[src/rtl/tinv_bus_arbiter_if.sv]
`default_nettype none
// ============================================================================
//  Module      : tinv_bus_arbiter_if
//  Description : Shared tri-state bus bundle between the channel requesters
//                (master) and the bus arbiter that drives the tinv columns
//                (slave).
//  Revision    : 1.0 - initial release
// ============================================================================
interface tinv_bus_arbiter_if #(
   parameter int N = 4,
   parameter int W = 8
);
   logic [N-1:0]   req;
   logic [N*W-1:0] a;
   logic [N-1:0]   gnt;
   logic [N-1:0]   en;
   logic [N-1:0]   en_bar;
   logic [W-1:0]   y;
   logic           oe;
   logic           busy;

   modport master (
      output req, a,
      input  gnt, en, en_bar, y, oe, busy
   );

   modport slave (
      input  req, a,
      output gnt, en, en_bar, y, oe, busy
   );
endinterface
`default_nettype wire

[src/rtl/tinv_bus_arbiter.sv]
`default_nettype none
// ============================================================================
//  Module      : tinv_bus_arbiter
//  Description : Round-robin owner selection for N tri-state inverter driver
//                channels on one shared W-bit bus. Generates registered,
//                complementary EN/EN_BAR pairs with break-before-make dead
//                time, an optional per-owner hold limit and a bus keeper.
//  Revision    : 1.0 - initial release
// ============================================================================
module tinv_bus_arbiter #(
   parameter int N        = 4,
   parameter int W        = 8,
   parameter int DEAD_CYC = 2,
   parameter int MAX_HOLD = 8,
   parameter int INV      = 1
) (
   input  logic              clk,
   input  logic              rn,
   tinv_bus_arbiter_if.slave bus
);

   localparam int PW = (N > 1) ? $clog2(N) : 1;
   localparam int HW = (MAX_HOLD > 0) ? $clog2(MAX_HOLD + 1) : 1;
   localparam logic [3:0]    DEAD_C = 4'(DEAD_CYC);
   localparam logic [HW-1:0] HOLD_C = HW'(MAX_HOLD);

   typedef enum logic [1:0] {
      IDLE  = 2'd0,
      DRIVE = 2'd1,
      DEAD  = 2'd2
   } state_t;

   state_t        state;
   logic [N-1:0]  gnt;
   logic [PW-1:0] ptr;
   logic [PW-1:0] owner;
   logic [HW-1:0] hold;
   logic [3:0]    gap;
   logic [W-1:0]  keep;

   logic [N-1:0]  win_oh;
   logic [PW-1:0] win_idx;
   logic          any_req;
   logic          others_req;
   logic          gap_ok;
   logic [W-1:0]  owner_a;
   logic [W-1:0]  drv_out;
   logic [HW-1:0] hold_inc;
   logic          release_now;
   logic [PW-1:0] ptr_next;

   assign any_req    = |bus.req;
   assign others_req = |(bus.req & ~gnt);
   assign gap_ok     = (gap >= DEAD_C);

   // Round-robin search: first set REQ bit at or above ptr, wrapping to 0.
   always_comb begin
      int   idx;
      logic found;
      win_oh  = '0;
      win_idx = '0;
      found   = 1'b0;
      idx     = 0;
      for (int k = 0; k < N; k++) begin
         idx = int'(ptr) + k;
         if (idx >= N) idx = idx - N;
         if (!found && bus.req[idx]) begin
            found       = 1'b1;
            win_oh[idx] = 1'b1;
            win_idx     = PW'(idx);
         end
      end
   end

   // Owner data select: the grant is one-hot, so an AND-OR mux is enough.
   always_comb begin
      owner_a = '0;
      for (int i = 0; i < N; i++) begin
         owner_a = owner_a | (bus.a[i*W +: W] & {W{gnt[i]}});
      end
      drv_out = (INV != 0) ? ~owner_a : owner_a;
   end

   // Hold counter saturates at the limit so a lone owner keeps the bus, and
   // a release happens on the first edge another channel shows up.
   always_comb begin
      hold_inc    = (hold == HOLD_C) ? hold : hold + 1'b1;
      release_now = !bus.req[owner] ||
                    ((MAX_HOLD != 0) && (hold_inc == HOLD_C) && others_req);
      ptr_next    = (owner == PW'(N - 1)) ? '0 : owner + 1'b1;
   end

   // Ownership FSM: grant, drive, dead-time, plus the keeper register.
   always_ff @(posedge clk or negedge rn) begin
      if (!rn) begin
         state <= IDLE;
         gnt   <= '0;
         ptr   <= '0;
         owner <= '0;
         hold  <= '0;
         gap   <= DEAD_C;
         keep  <= '0;
      end else begin
         case (state)
            IDLE: begin
               if (any_req && gap_ok) begin
                  gnt   <= win_oh;
                  owner <= win_idx;
                  hold  <= '0;
                  state <= DRIVE;
               end else begin
                  if (!gap_ok) gap <= gap + 4'd1;
                  if (any_req) state <= DEAD;
               end
            end
            DRIVE: begin
               keep <= drv_out;
               hold <= hold_inc;
               if (release_now) begin
                  gnt   <= '0;
                  ptr   <= ptr_next;
                  hold  <= '0;
                  // The low cycle that starts at this edge is the first one.
                  gap   <= 4'd1;
                  state <= DEAD;
               end
            end
            DEAD: begin
               if (gap_ok) begin
                  if (any_req) begin
                     gnt   <= win_oh;
                     owner <= win_idx;
                     hold  <= '0;
                     state <= DRIVE;
                  end else begin
                     state <= IDLE;
                  end
               end else begin
                  gap <= gap + 4'd1;
               end
            end
            default: begin
               state <= IDLE;
               gnt   <= '0;
            end
         endcase
      end
   end

   assign bus.gnt    = gnt;
   assign bus.en     = gnt;
   assign bus.en_bar = ~gnt;
   assign bus.oe     = |gnt;
   assign bus.busy   = (state != IDLE);
   assign bus.y      = bus.oe ? drv_out : keep;

endmodule
`default_nettype wire

[src/flat_wrapper.sv]
// flat-port wrapper written by rule: the top's interface ports become plain ports
module tinv_bus_arbiter_flat 
#(
   parameter int N        = 4,
   parameter int W        = 8,
   parameter int DEAD_CYC = 2,
   parameter int MAX_HOLD = 8,
   parameter int INV      = 1
)
  (clk, rn, bus_req, bus_a, bus_gnt, bus_en, bus_en_bar, bus_y, bus_oe, bus_busy);
  tinv_bus_arbiter_if #(.N(N), .W(W)) bus_i ();
  input  logic clk;
  input  logic rn;
  input wire logic [$bits(bus_i.req)-1:0] bus_req;
  input wire logic [$bits(bus_i.a)-1:0] bus_a;
  output wire logic [$bits(bus_i.gnt)-1:0] bus_gnt;
  output wire logic [$bits(bus_i.en)-1:0] bus_en;
  output wire logic [$bits(bus_i.en_bar)-1:0] bus_en_bar;
  output wire logic [$bits(bus_i.y)-1:0] bus_y;
  output wire logic [$bits(bus_i.oe)-1:0] bus_oe;
  output wire logic [$bits(bus_i.busy)-1:0] bus_busy;
  assign bus_i.req = bus_req;
  assign bus_i.a = bus_a;
  assign bus_gnt = bus_i.gnt;
  assign bus_en = bus_i.en;
  assign bus_en_bar = bus_i.en_bar;
  assign bus_y = bus_i.y;
  assign bus_oe = bus_i.oe;
  assign bus_busy = bus_i.busy;
  tinv_bus_arbiter #(.N(N), .W(W), .DEAD_CYC(DEAD_CYC), .MAX_HOLD(MAX_HOLD), .INV(INV)) u_core (.clk(clk), .rn(rn), .bus(bus_i));
endmodule
[config.mk]
export PLATFORM = sky130hd
export DESIGN_NAME = tinv_bus_arbiter_flat
export DESIGN_NICKNAME = d
export VERILOG_FILES = /design/src/rtl/tinv_bus_arbiter_if.sv /design/src/rtl/tinv_bus_arbiter.sv /design/src/flat_wrapper.sv
export SDC_FILE = /design/constraint.sdc
export NUM_CORES = 1
export LEC_CHECK = 0
export ABC_AREA = 1
export CORE_ASPECT_RATIO = 1.1
export CORE_MARGIN = 8
export CORE_UTILIZATION = 52
export DETAILED_ROUTE_END_ITERATION = 12
export PLACE_DENSITY = 0.83
export SETUP_SLACK_MARGIN = 0.1
export SLEW_MARGIN = 20
export SYNTH_ARGS = -nofsm -noshare
export SYNTH_HDL_FRONTEND = slang
export SYNTH_SLANG_ARGS = --single-unit
[constraint.sdc]
create_clock -name clk -period 4.1 [get_ports clk]
set_input_delay 0.615 -clock clk [delete_from_list [all_inputs] [get_ports clk]]
set_output_delay 0.615 -clock clk [all_outputs]
set_load 0.05 [all_outputs]
Yosys cells after proc, flatten, opt, wreduce, memory -nomap -nowiden

Cells that the tools add are included.

Register bits: 26
Input port bits: 38
Output and inout port bits: 22
Logic and storage cells: 146

Add/subtract/negate cells: 10
$lt $le $gt $ge: 14
Eq/ne operators: 11
Multiplexer cells: 64
Bitwise gates (word level): 13
Reductions and logical operators: 27

Operators with widths:

| operator                                                           | count |
|---|---|
| greater-or-equal comparator 32 x 1 -> 1 bit, second input constant | 4 |
| less-than comparator 32 x 4 -> 1 bit, second input constant        | 4 |
| 2-to-1 mux 32 bit                                                  | 4 |
| greater-or-equal comparator 32 x 4 -> 1 bit, second input constant | 3 |
| subtractor 32 x 4 -> 32 bit, second input constant                 | 3 |
| 2-to-1 mux 4 bit                                                   | 16 |
| case mux 4 bit (3 select lines)                                    | 3 |
| AND 8 bit                                                          | 4 |
| 2-to-1 mux 2 bit                                                   | 12 |
| bitwise OR 8 bit                                                   | 3 |
| 2-to-1 mux 1 bit                                                   | 17 |
| bitwise OR 4 bit                                                   | 3 |
| AND reduction 4 bit                                                | 3 |
| OR reduction 4 bit                                                 | 3 |
| binary-select mux 1 bit (select 2 bit)                             | 5 |
| logical AND 1 bit                                                  | 9 |
| adder 4 x 1 -> 4 bit, second input constant                        | 2 |
| demux 1 bit (select 2 bit)                                         | 4 |
| == test 4 bit, second input constant                               | 2 |
| 2-to-1 mux 8 bit                                                   | 1 |
| != test 2 x 1 -> 1 bit, second input constant                      | 4 |
| NOT 8 bit                                                          | 1 |
| adder 2 x 2 -> 3 bit, second input constant                        | 2 |
| case mux 2 bit (3 select lines)                                    | 1 |
| other kinds (20)                                                   | 26 |

Longest topological paths before layout

Gate-level depths: netlist (run 1).

Word-level depth: 18
Gate-level depth with buffers: 12
Mapped depth without buffers: 11

Worst setup path before layout (run 1)

Ideal clock, no wire load.

Path kind: reg-to-output
From: register u_core.gnt[0], in the netlist u_core.bus.en[0]
To: output port bus_y[1]
Arrival: 1.692 ns
Required time: 3.485 ns
Path slack: 1.793 ns
Cell stages (with the launch flop): 6
Buffers on the path: 2
Cell sequence: dfrtp_1 > buf_2 > nor4_4 > buf_4 > a21oi_1 > inv_1

Cells in the longest elaborated chain, start to end: 6
Elaborated cells between the ends (all ways): 7
Those cells by class: mux: 1; bitwise: 5; reduce/logical: 1

RTL lines:

| element                       | line                    | RTL |
|---|---|---|
| start: declaration            | tinv_bus_arbiter.sv:34  | `logic [N-1:0] gnt;` |
| start signal: assignment      | tinv_bus_arbiter.sv:107 | `gnt <= win_oh;` |
| start signal: assignment      | tinv_bus_arbiter.sv:131 | `gnt <= win_oh;` |
| AND 8 bit                     | tinv_bus_arbiter.sv:79  | `owner_a = owner_a \| (bus.a[i*W +: W] & {W{gnt[i]}});` |
| bitwise OR 8 bit (3 in a row) | tinv_bus_arbiter.sv:79  |  |
| NOT 8 bit                     | tinv_bus_arbiter.sv:81  | `drv_out = (INV != 0) ? ~owner_a : owner_a;` |
| 2-to-1 mux 8 bit (*)          | tinv_bus_arbiter.sv:155 | `assign bus.y = bus.oe ? drv_out : keep;` |
| end: declaration              | flat_wrapper.sv:19      | `output wire logic [$bits(bus_i.y)-1:0] bus_y;` |

Every way passes the cells marked *; elsewhere a longest branch is shown, timed or not.

Final worst setup path (run 1)

Ends and elaborated chain as after synthesis.

==> impl_summary.log, run 1 <==
INFO  metric busiest_layer = met2
INFO  metric avgRoutedWirePerCell = 13.5 um
INFO  metric netlist.area_leader.share = approximately 29%
INFO  metric wire_length_of_the_first_global_routing_pass = a little under 10 mm
INFO  metric netlist-cell-type-count = 34
INFO  metric area_share_of_fa_ha_maj_cells_after_synthesis = 5.87%
INFO  metric dpl_cell_area = ~0.0027 sq mm
INFO  metric crit_path_start_kind = register
INFO  metric design_area = between 0.002 and 0.003 sq mm
INFO  metric synth_compound_gate_area_share = 11.2%
INFO  metric core_region_area = roughly 0.004 sq mm
INFO  metric synth-simple-area-share = between 40% and 50%
INFO  metric buffer_ports.inserted = just under 60
INFO  metric post-synth-top-count-cell = sky130_fd_sc_hd__nand2_1
INFO  metric worst_hold_path.endpoint = u_core.gap[1]$_DFFE_PN1P_
INFO  metric status = complete, no violations
INFO  metric r2r_end = u_core.bus.en[2]$_DFFE_PN0P_
INFO  metric synthArstFlopShare = 100%
INFO  metric yosys.area_share.xor_xnor = less than 1%
INFO  metric cts_tree = done
INFO  metric netlist_area = around 0.0021 sq mm
INFO  metric synth_top_cells_by_area = sky130_fd_sc_hd__dfrtp_1 29%, sky130_fd_sc_hd__nand2_1 20%, sky130_fd_sc_hd__nand3_1 6.3%, sky130_fd_sc_hd__ha_1 5.9%, sky130_fd_sc_hd__inv_1 5.8%
INFO  metric synth_largest_area_cell = sky130_fd_sc_hd__dfrtp_1
INFO  metric pin_count_of_the_biggest_net_entering_global_routing = 27
INFO  metric detailed_placement_wirelength_estimate = 4.46 mm
INFO  metric design.die.area = 0.00641 sq mm
INFO  metric grtUsageTotal = between 10% and 20%
INFO  metric worstHoldPathType = reg -> reg
INFO  metric criticalPathCategory = reg -> out
INFO  metric htree_levels = 1
INFO  metric clock-sinks = 26
INFO  metric hold_buffers = 0
INFO  metric floorplan.initialDensity = a little over half
INFO  metric n_antenna_cell = 0
INFO  metric cp-end-kind = output pin
INFO  metric cts_inserted_buffers = 3
INFO  metric ctsRootBufferMaster = sky130_fd_sc_hd__clkbuf_8
INFO  metric postSynthRegisterBits = 26
INFO  metric synthesis.nets = about 360
INFO  metric fin_worst_skew = around 0.009 ns
INFO  metric cts-resized-gates = 0
INFO  metric global_route.usage.met2 = about 30%
INFO  metric synth_mux_area_share = 0%
INFO  metric timing.reg2reg.setup_slack = between 1.5 and 2 ns
INFO  metric nFillCells = 355
INFO  metric met3_usage = just under 8%
INFO  metric seq_area_frac_synth = a little under a third
INFO  metric number_of_antenna_violations_at_the_first_check_in_global_routing = 0
INFO  metric report.final.slew_viol_count = 0
INFO  metric post_cts_buffers = 0
INFO  metric die_height = roughly 83 um
INFO  metric timing.final.crit_period = around 3.2 ns
INFO  metric worst_r2r_path_depth = 10
INFO  metric critical_path_peak_fanout = 13
INFO  metric via_count = roughly 2200
INFO  metric drtAntennaViolNets = 0
INFO  metric global_route.usage.met1 = 19.9%
INFO  metric routed_wirelength = between 5 and 6 mm
INFO  metric nets = between 400 and 500
INFO  metric avgSynthCellArea = 6.81 sq um
INFO  metric synth_ff_type = sky130_fd_sc_hd__dfrtp_1
INFO  metric design.portCount = 60
INFO  metric number_of_placement_rows = 24
INFO  metric max-clock-path-buffers = 2
INFO  metric cellLeakagePower = around 1.4 nW
INFO  metric cell_count_of_the_worst_hold_path = 2
INFO  metric data_arrival_time_at_the_worst_slack_endpoint = 2.56 ns
INFO  metric power_density = 827 mW/mm^2
INFO  metric number_of_endpoints_with_negative_hold_slack_in_the_final_report = 0
INFO  metric area_growth = 30.5%
INFO  metric die_x = between 70 and 80 um
INFO  metric insertion_delay = 0.28 ns
INFO  metric setup_viol_count_final = 0
INFO  metric synth.cells.most_frequent = 114 x sky130_fd_sc_hd__nand2_1, 33 x sky130_fd_sc_hd__inv_1, 27 x sky130_fd_sc_hd__nand3_1
INFO  metric routed_via_density = around 5.2
INFO  metric rsz0062_at_grt = no
INFO  metric drc_violation_count_after_routing = 0
INFO  metric grt_overflow = 0
INFO  metric synth_enable_flop_cells = 0
INFO  metric worst-slew-pin-transition = between 0.6 and 0.7 ns
INFO  metric crit-reg2reg-launch = u_core.ptr[0]$_DFFE_PN0P_
INFO  metric vdd.ir_drop.worst = 0.694 mV
INFO  metric synthesis.yosys.warnings = 0
INFO  metric syn_inst = 313
INFO  metric drt_pre_antenna_iters = 5
INFO  metric min_period_over_period = 77.4%
INFO  metric final_layout_size_suffix_gt1_share = under 10%
INFO  metric setup_tns = 0 ns
INFO  metric synth_top_family_by_area = simple AND/OR/NAND/NOR gates
INFO  metric clk_transition_reported_paths = 0.10 ns
INFO  metric timing.critical_path.required = ~3.5 ns
INFO  metric routabilityCongestion = about 0.94
INFO  metric grt_pass1_vias = between 2000 and 2500
INFO  metric worst_relative_slew_slack = roughly three fifths
INFO  metric fmax = roughly 320 MHz
INFO  metric hold_path.startpoint = u_core.gap[1]$_DFFE_PN1P_
INFO  metric max-cap-violations = 0
INFO  metric first_iter_violations = 105
==> worst max path at each step <==
| stage | cells past startpoint | end | slack [ns] | startpoint |
|---|---|---|---|---|
| finish | 4 | bus_y[1] | 0.93 | u_core.bus.en[0]$_DFFE_PN0P_ |
| CTS | 4 | bus_y[7] | 0.90 | u_core.bus.en[0]$_DFFE_PN0P_ |
| floorplan | 5 | bus_y[1] | 1.79 | u_core.bus.en[0]$_DFFE_PN0P_ |
| global placement | 7 | bus_y[4] | 1.10 | bus_a[28] |
| global route | 4 | bus_y[7] | 0.79 | u_core.bus.en[0]$_DFFE_PN0P_ |
| detailed placement | 7 | bus_y[3] | 1.05 | bus_a[19] |
==> flip-flops by register name, indices dropped and copies added (netlist names) <==
| signal | cells |
|---|---|
| u_core.bus.en | 4 |
| u_core.gap | 4 |
| u_core.hold | 4 |
| u_core.keep | 8 |
| u_core.owner | 2 |
| u_core.ptr | 2 |
| u_core.state | 2 |
==> power by group <==
part / leakage (nW) / switching, mW / total, mW / internal, mW
sequential: 0.326 / 0.134 / 0.497 / 0.363
clock: 0.0357 / 0.0839 / 0.215 / 0.131
combinational: 1.03 / 1.05 / 1.59 / 0.541
total: 1.39 / 1.27 / 2.30 / 1.04
==> critical path, stage by stage (launching register included) <==
cell and delay, ns:
sky130_fd_sc_hd__dfrtp_1 0.57, sky130_fd_sc_hd__nor4_4 0.68, sky130_fd_sc_hd__a21oi_1 0.15, sky130_fd_sc_hd__inv_1 0.08, sky130_fd_sc_hd__clkdlybuf4s50_1 0.80
==> per-stage QoR <==
stage               worst slack, ns  util, %  total power, mW  instances  hold slack [ns]
detailed placement             1.05     68.4             2.09        413            0.482
global route                  0.794     70.2             2.50        417            0.521
floorplan                      1.79        -             1.69        313            0.319
finish                        0.927     70.2             2.30        417            0.494
CTS                           0.902     70.2             2.31        417            0.497
global placement               1.10     68.4             2.05        413            0.467
==> layout make-up <==
cell class	count	area (sq um)	share of cell area [%]
Clock inverter	1	30.0	1.08
Sequential cell	26	652	23.4
Multi-Input combinational cell	233	1240	44.5
Inverter	42	158	5.67
Timing Repair Buffer	60	598	21.5
Tap cell	52	65.1	2.34
Clock buffer	3	41.3	1.48
==> cells in the final DEF, fill, tap and decap left out, types with 2 or more instances in the layout <==
cell / count
sky130_fd_sc_hd__a21oi_1: 9
sky130_fd_sc_hd__nand2_2: 4
sky130_fd_sc_hd__nand3_2: 3
sky130_fd_sc_hd__nand2_1: 114
sky130_fd_sc_hd__nand3_1: 27
sky130_fd_sc_hd__ha_1: 10
sky130_fd_sc_hd__o22ai_1: 4
sky130_fd_sc_hd__a221oi_1: 5
sky130_fd_sc_hd__inv_2: 9
sky130_fd_sc_hd__clkdlybuf4s50_1: 59
sky130_fd_sc_hd__o21ai_0: 12
sky130_fd_sc_hd__nand4_1: 9
sky130_fd_sc_hd__dfrtp_1: 25
sky130_fd_sc_hd__nor2_1: 12
sky130_fd_sc_hd__nand2_4: 2
sky130_fd_sc_hd__o21ai_1: 4
sky130_fd_sc_hd__clkbuf_8: 3
sky130_fd_sc_hd__a21boi_0: 4
sky130_fd_sc_hd__inv_1: 33
sky130_fd_sc_hd__nor2_4: 3
==> layer usage <==
metal  part of all wire (%)  up-vias  wire length [um]
met5                      0        -                 0
met4                    1.2        0                65
met3                     10        8               571
met2                     47       91              2670
met1                     41      978              2320
li1                       -     1110                 -
==> cell families (layout without fill, tap and decap cells) <==
logic type	Yosys count	count (layout)
AOI/OAI and AO/OA	40	40
buffers and inverters	54	106
xor gates and xnor gates	1	1
and+or+nand+nor	182	182
adders and majority gates	10	10
DFF	26	26
Note: power is estimated with default switching activity, not from simulation.
==> run 2, diff against run 1 <==
CORE_UTILIZATION = 48   (was 52)
PLACE_DENSITY = 0.77   (was 0.83)
clock period = 3.2 ns   (was 4.1 ns; I/O delays follow)
==> run 2 against run 1 <==
  * Register-to-register slack worse by 0.92 ns
  * Sequential power is 24% higher
  * Combinational power grew 30%
  * Core utilization decreased by 4.5 points
  * Die area up 6.6%
  * Sequential cell count did not move
  * Critical path depth grew 1
  * Setup slack worse by 0.59 ns
  * Largest power group unchanged
==> impl_summary.log, run 2 (synthesis results as in run 1) <==
INFO  metric cp-end-kind = output pin
INFO  metric fin_worst_skew = 0.0139 ns
INFO  metric most_common_cell_after_layout_fill_and_taps_aside = sky130_fd_sc_hd__nand2_1
INFO  metric die_x = 79.5 um
INFO  metric dp_cells = 418
INFO  metric rsz0062_at_grt = no
INFO  metric post-route-util = between 60 and 70%
INFO  metric htree_levels = 1
INFO  metric area_growth = 32.0%
INFO  metric nets = approximately 420
INFO  metric critical_path_buf_inv_count = 3
INFO  metric power_density = between 1000 and 1500 mW/mm^2
INFO  metric nFillCells = 368
INFO  metric cts-resized-gates = 0
INFO  metric buffer_ports.inserted = 59
INFO  metric max-clock-path-buffers = 2
INFO  metric top_register = u_core.keep
INFO  metric vdd.ir_drop.worst = between 0.9 and 1 mV
INFO  metric min_period_over_period = 89.4%
INFO  metric ctsRootBufferMaster = sky130_fd_sc_hd__clkbuf_8
INFO  metric drc_violation_count_after_routing = 0
INFO  metric core_region_area = 0.00429 sq mm
INFO  metric pin_count_of_the_biggest_net_entering_global_routing = 27
INFO  metric worstHoldPathType = reg -> reg
INFO  metric grt_overflow = 0
INFO  metric timing.final.crit_period = about 2.9 ns
INFO  metric timing.reg2reg.setup_slack = ~0.96 ns
INFO  metric drt_pre_antenna_iters = 4
INFO  metric cts_inserted_buffers = 3
INFO  metric status = complete, no violations
INFO  metric final_layout_size_suffix_gt1_share = between 9 and 10%
INFO  metric largest_reg_flops = 8
INFO  metric clock-sinks = 26
INFO  metric finish.cell_count_without_fillers = about 420
INFO  metric routed_via_density = around 5.3
INFO  metric detailed_placement_wirelength_estimate = 4.42 mm
INFO  metric wire_length_of_the_first_global_routing_pass = 9.47 mm
INFO  metric cellLeakagePower = about 1.4 nW
INFO  metric worst_hold_path.endpoint = u_core.keep[1]$_DFFE_PN0P_
INFO  metric number_of_endpoints_with_negative_hold_slack_in_the_final_report = 0
INFO  metric setup_tns = 0 ns
INFO  metric cp_cell_sequence = nor4_4, buf_4, a21oi_1, inv_1, clkdlybuf4s50_1
INFO  metric number_of_placement_rows = 25
INFO  metric max-cap-violations = 0
INFO  metric dpl_cell_area = between 0.002 and 0.003 sq mm
INFO  metric hold_path.startpoint = u_core.keep[1]$_DFFE_PN0P_
INFO  metric insertion_delay = between 0.2 and 0.3 ns
INFO  metric clk_transition_reported_paths = about 0.10 ns
INFO  metric n_antenna_cell = 0
INFO  metric number_of_antenna_violations_at_the_first_check_in_global_routing = 0
INFO  metric worst-slew-pin-transition = approximately 0.57 ns
INFO  metric design.die.area = roughly 0.0068 sq mm
INFO  metric die_height = about 86 um
INFO  metric timing.critical_path.required = ~2.7 ns
INFO  metric drtAntennaViolNets = 0
INFO  metric routed_wirelength = 5.57 mm
INFO  metric cts_tree = done
INFO  metric crit-reg2reg-launch = u_core.ptr[0]$_DFFE_PN0P_
INFO  metric cell_count_of_the_worst_hold_path = 2
INFO  metric setup_viol_count_final = 0
INFO  metric cpMaxStageDelayCell = sky130_fd_sc_hd__clkdlybuf4s50_1
INFO  metric critPathMaxStageDelay = 0.82 ns
INFO  metric first_iter_violations = a little under 90
INFO  metric critical-path-top-delay-family = buffers and inverters
INFO  metric final_cell_mix = 114 x sky130_fd_sc_hd__nand2_1, 59 x sky130_fd_sc_hd__clkdlybuf4s50_1, 33 x sky130_fd_sc_hd__inv_1
INFO  metric routabilityCongestion = around 0.90
INFO  metric floorplan.initialDensity = about half
INFO  metric critical_path_peak_fanout = 13
INFO  metric criticalPathCategory = reg -> out
INFO  metric post-layout-total-power = between 2 and 3 mW
INFO  metric r2r_end = u_core.owner[0]$_DFFE_PN0P_
INFO  metric worst_r2r_path_depth = 10
INFO  metric design_area = roughly 0.0028 sq mm
INFO  metric grt_pass1_vias = 2187
INFO  metric report.final.slew_viol_count = 0
INFO  metric avgRoutedWirePerCell = 13.2 um
INFO  metric fmax = 350 MHz
INFO  metric grtUsageTotal = between 15 and 20%
INFO  metric design.portCount = 60
INFO  metric crit_path_start_kind = register
INFO  metric worst_relative_slew_slack = between 60% and 70%
INFO  metric data_arrival_time_at_the_worst_slack_endpoint = 2.38 ns
INFO  metric via_count = 2227
-- run 2: layer usage --
metal,vias to the layer above,wire length (um),GRT usage (%)
li1,1114,-,-
met2,103,2610,28.2
met1,1002,2250,18.7
met4,0,52,4.89
met5,-,0,0
met3,8,649,6.28
-- run 2: worst max-delay path by stage --
stage / slack (ns) / from / endpoint / cells after the start
5_1_grt: 0.20 / u_core.bus.en[3]$_DFFE_PN0P_ / bus_y[5] / 6
4_1_cts: 0.19 / u_core.bus.en[3]$_DFFE_PN0P_ / bus_y[2] / 4
3_3_place_gp: 0.51 / u_core.bus.en[3]$_DFFE_PN0P_ / bus_y[2] / 4
2_1_floorplan: 1.03 / u_core.bus.en[0]$_DFFE_PN0P_ / bus_y[1] / 5
3_5_place_dp: 0.48 / u_core.bus.en[3]$_DFFE_PN0P_ / bus_y[2] / 4
6_report: 0.34 / u_core.bus.en[3]$_DFFE_PN0P_ / bus_y[2] / 5
-- run 2: per-stage QoR --
stage / worst slack (ns) / hold WS (ns)
4_1_cts: 0.191 / 0.507
6_report: 0.339 / 0.503
3_5_place_dp: 0.483 / 0.487
3_3_place_gp: 0.512 / 0.468
2_1_floorplan: 1.03 / 0.184
5_1_grt: 0.201 / 0.525
-- run 2: tightest hold or removal path, cell delays in order (launching register included) --
cell                      delay [ns]
sky130_fd_sc_hd__dfrtp_1        0.36
sky130_fd_sc_hd__nand2_1        0.05
sky130_fd_sc_hd__o21ai_0        0.06
-- run 2: cell type report --
cell class | instances | area [sq um] | area share (%)
Timing Repair Buffer | 64 | 628 | 22.3
Clock inverter | 1 | 30.0 | 1.07
Clock buffer | 3 | 41.3 | 1.47
Tap cell | 54 | 67.6 | 2.40
Multi-Input combinational cell | 233 | 1240 | 44.0
Sequential cell | 26 | 652 | 23.2
Inverter | 42 | 158 | 5.60
-- run 2: report_power, final --
| part | switching, mW | internal (mW) |
|---|---|---|
| logic | 1.36 | 0.711 |
| registers | 0.148 | 0.466 |
| clock network | 0.101 | 0.167 |
| total | 1.61 | 1.34 |
-- run 2: what timing repair did --
action | in CTS | in global routing
hold buffers | 0 | 0
buffers inserted | 0 | 1
endpoints found under the setup margin | 0 | 3
hold endpoints to repair | 0 | 0
==> run 3, diff against run 2 <==
CORE_UTILIZATION = 40   (was 48)
CTS_BUF_LIST = sky130_fd_sc_hd__clkbuf_4 sky130_fd_sc_hd__clkbuf_8 sky130_fd_sc_hd__clkbuf_16   (was default)
PLACE_DENSITY = 0.66   (was 0.77)
==> run 3 against run 2 <==
  * Via count shrank 3.0%
  * Combinational power is essentially flat
  * Critical path type unchanged
  * Setup slack lost 0.038 ns
  * Maximum frequency shrank 1.3%
  * Wire length grew 1.5%
  * Clock power shrank 19%
  * Die area grew 16%
  * Critical endpoint is now bus_y[3]
  * Register-to-register slack gained 0.03 ns
  * Clock skew shrank 0.012 ns
  * Sequential cell count is the same
  * Global-route usage shrank 1.4 points
  * Cell area shrank 0.76%
==> impl_summary.log, run 3 (synthesis results as in run 1) <==
INFO  metric routed_wirelength = ~5.6 mm
INFO  metric drc_violation_count_after_routing = 0
INFO  metric area_growth = 31.0%
INFO  metric floorplan.initialDensity = between 40% and 50%
INFO  metric drt_pre_antenna_iters = 4
INFO  metric min_period_over_period = between 90 and 100%
INFO  metric number_of_endpoints_with_negative_hold_slack_in_the_final_report = 0
INFO  metric clk_transition_reported_paths = roughly 0.090 ns
INFO  metric grtUsageTotal = 15.3%
INFO  metric crit_path_start_kind = register
INFO  metric timing.final.crit_period = between 2 and 3 ns
INFO  metric post_cts_buffers = 0
INFO  metric grt_overflow = 0
INFO  metric largest_reg_flops = 8
INFO  metric sequentialPowerShare = 21.5%
INFO  metric buffer_ports.inserted = a little under 60
INFO  metric post-route-util = between 50 and 60%
INFO  metric routabilityCongestion = 0.861
INFO  metric die_height = between 90 and 100 um
INFO  metric timing.critical_path.required = around 2.7 ns
INFO  metric final_layout_size_suffix_gt1_share = approximately 10%
INFO  metric clock-sinks = 26
INFO  metric worst-slew-pin-transition = between 0.5 and 0.6 ns
INFO  metric worst_relative_slew_slack = a little over three fifths
INFO  metric number_of_placement_rows = 28
INFO  metric insertion_delay = approximately 0.27 ns
INFO  metric cts_tree = done
INFO  metric data_arrival_time_at_the_worst_slack_endpoint = about 2.4 ns
INFO  metric htree_levels = 1
INFO  metric power_density = 1030 mW/mm^2
INFO  metric report.final.slew_viol_count = 0
INFO  metric hold-worst-slack = around 0.49 ns
INFO  metric part_of_the_total_power_dissipated_in_the_clock_network = 7.5%
INFO  metric rsz0062_at_grt = no
INFO  metric design_area = 0.00279 sq mm
INFO  metric dp_cells = around 420
INFO  metric max-cap-violations = 0
INFO  metric nets = 417
INFO  metric vdd.ir_drop.worst = around 0.55 mV
INFO  metric finish.cell_count_without_fillers = around 430
INFO  metric setup_viol_count_final = 0
INFO  metric worstHoldPathType = reg -> reg
INFO  metric ctsRootBufferMaster = sky130_fd_sc_hd__clkbuf_8
INFO  metric design.portCount = 60
INFO  metric n_antenna_cell = 0
INFO  metric pwr-share-comb = 71.0%
INFO  metric setup_ws = 0.301 ns
INFO  metric first_iter_violations = 74
INFO  metric cellLeakagePower = 1.40 nW
INFO  metric cts-resized-gates = 0
INFO  metric hold_buffers = 0
INFO  metric sw_frac_of_total = between 50 and 60%
INFO  metric die_x = 85.6 um
INFO  metric routed_via_density = about 5
INFO  metric cp-end-kind = output pin
INFO  metric dpl_cell_area = approximately 0.0027 sq mm
INFO  metric core_region_area = about 0.0053 sq mm
INFO  metric critical_path_peak_fanout = 13
INFO  metric number_of_antenna_violations_at_the_first_check_in_global_routing = 0
INFO  metric final_cell_mix = 114 x sky130_fd_sc_hd__nand2_1, 57 x sky130_fd_sc_hd__clkdlybuf4s50_1, 33 x sky130_fd_sc_hd__inv_1
INFO  metric criticalPathCategory = reg -> out
INFO  metric cts_inserted_buffers = 3
INFO  metric most_common_cell_after_layout_fill_and_taps_aside = sky130_fd_sc_hd__nand2_1
INFO  metric wire_length_of_the_first_global_routing_pass = about 10 mm
INFO  metric status = complete, no violations
INFO  metric via_count = between 2000 and 2500
INFO  metric detailed_placement_wirelength_estimate = 4.49 mm
INFO  metric fmax = 345 MHz
INFO  metric design.die.area = between 0.007 and 0.008 sq mm
INFO  metric setup_tns = 0 ns
INFO  metric drtAntennaViolNets = 0
INFO  metric internal_power = 1.28 mW
INFO  metric fin_worst_skew = roughly 0.0019 ns
INFO  metric pin_count_of_the_biggest_net_entering_global_routing = 27
INFO  metric grt_pass1_vias = 2320
INFO  metric max-clock-path-buffers = 2
INFO  metric avgRoutedWirePerCell = approximately 13 um
INFO  metric power.net_switching = 1.61 mW
INFO  metric placement.setup.worst_slack = approximately 0.4 ns
INFO  metric top_register = u_core.keep
INFO  metric post-layout-total-power = ~2.9 mW
[run 3: cell type report]
class	instances	area [sq um]
multi-input combinational	233	1240
clock buffer	4	55.1
tap	60	75.1
fill	499	2460
timing repair buffer	63	616
sequential	26	652
inverter	42	158
[run 3: worst paths after layout]
check,from,end,slack [ns],cells past startpoint
worst max-delay path,u_core.bus.en[2]$_DFFE_PN0P_,bus_y[3],0.30,6
worst min-delay path,u_core.gap[1]$_DFFE_PN1P_,u_core.gap[1]$_DFFE_PN1P_,0.49,2
worst max register to register,u_core.ptr[0]$_DFFE_PN0P_,u_core.owner[0]$_DFFE_PN0P_,0.99,10
worst min register to register,u_core.gap[1]$_DFFE_PN1P_,u_core.gap[1]$_DFFE_PN1P_,0.49,2
max in group asynchronous,rn,u_core.gap[1]$_DFFE_PN1P_,2.34,2
min in group asynchronous,rn,u_core.keep[7]$_DFFE_PN0P_,0.56,2
[run 3: worst max-delay path, stage by stage, from the launching register on]
cell and delay, ns:
sky130_fd_sc_hd__dfrtp_1 0.59, sky130_fd_sc_hd__nand2_1 0.16, sky130_fd_sc_hd__nand2_1 0.06, sky130_fd_sc_hd__a221oi_1 0.36
sky130_fd_sc_hd__nand2_1 0.09, sky130_fd_sc_hd__inv_1 0.07, sky130_fd_sc_hd__clkdlybuf4s50_1 0.81
[run 3: layer usage]
layer	global-route usage (%)	vias to the layer above	part of all wire [%]
met5	0	-	0
met4	3.80	0	1.0
met3	5.58	7	9.2
met2	26.3	71	45
met1	17.3	969	45
li1	-	1113	-
[run 3: power groups by stage]
stage | Clock (mW) | Combinational [mW] | Sequential (mW)
6_report | 0.218 | 2.05 | 0.621
5_1_grt | 0.234 | 2.28 | 0.646
4_1_cts | 0.221 | 2.07 | 0.622
3_5_place_dp | 0 | 2.06 | 0.627
3_3_place_gp | 0 | 2.05 | 0.624
2_1_floorplan | 0 | 1.56 | 0.599
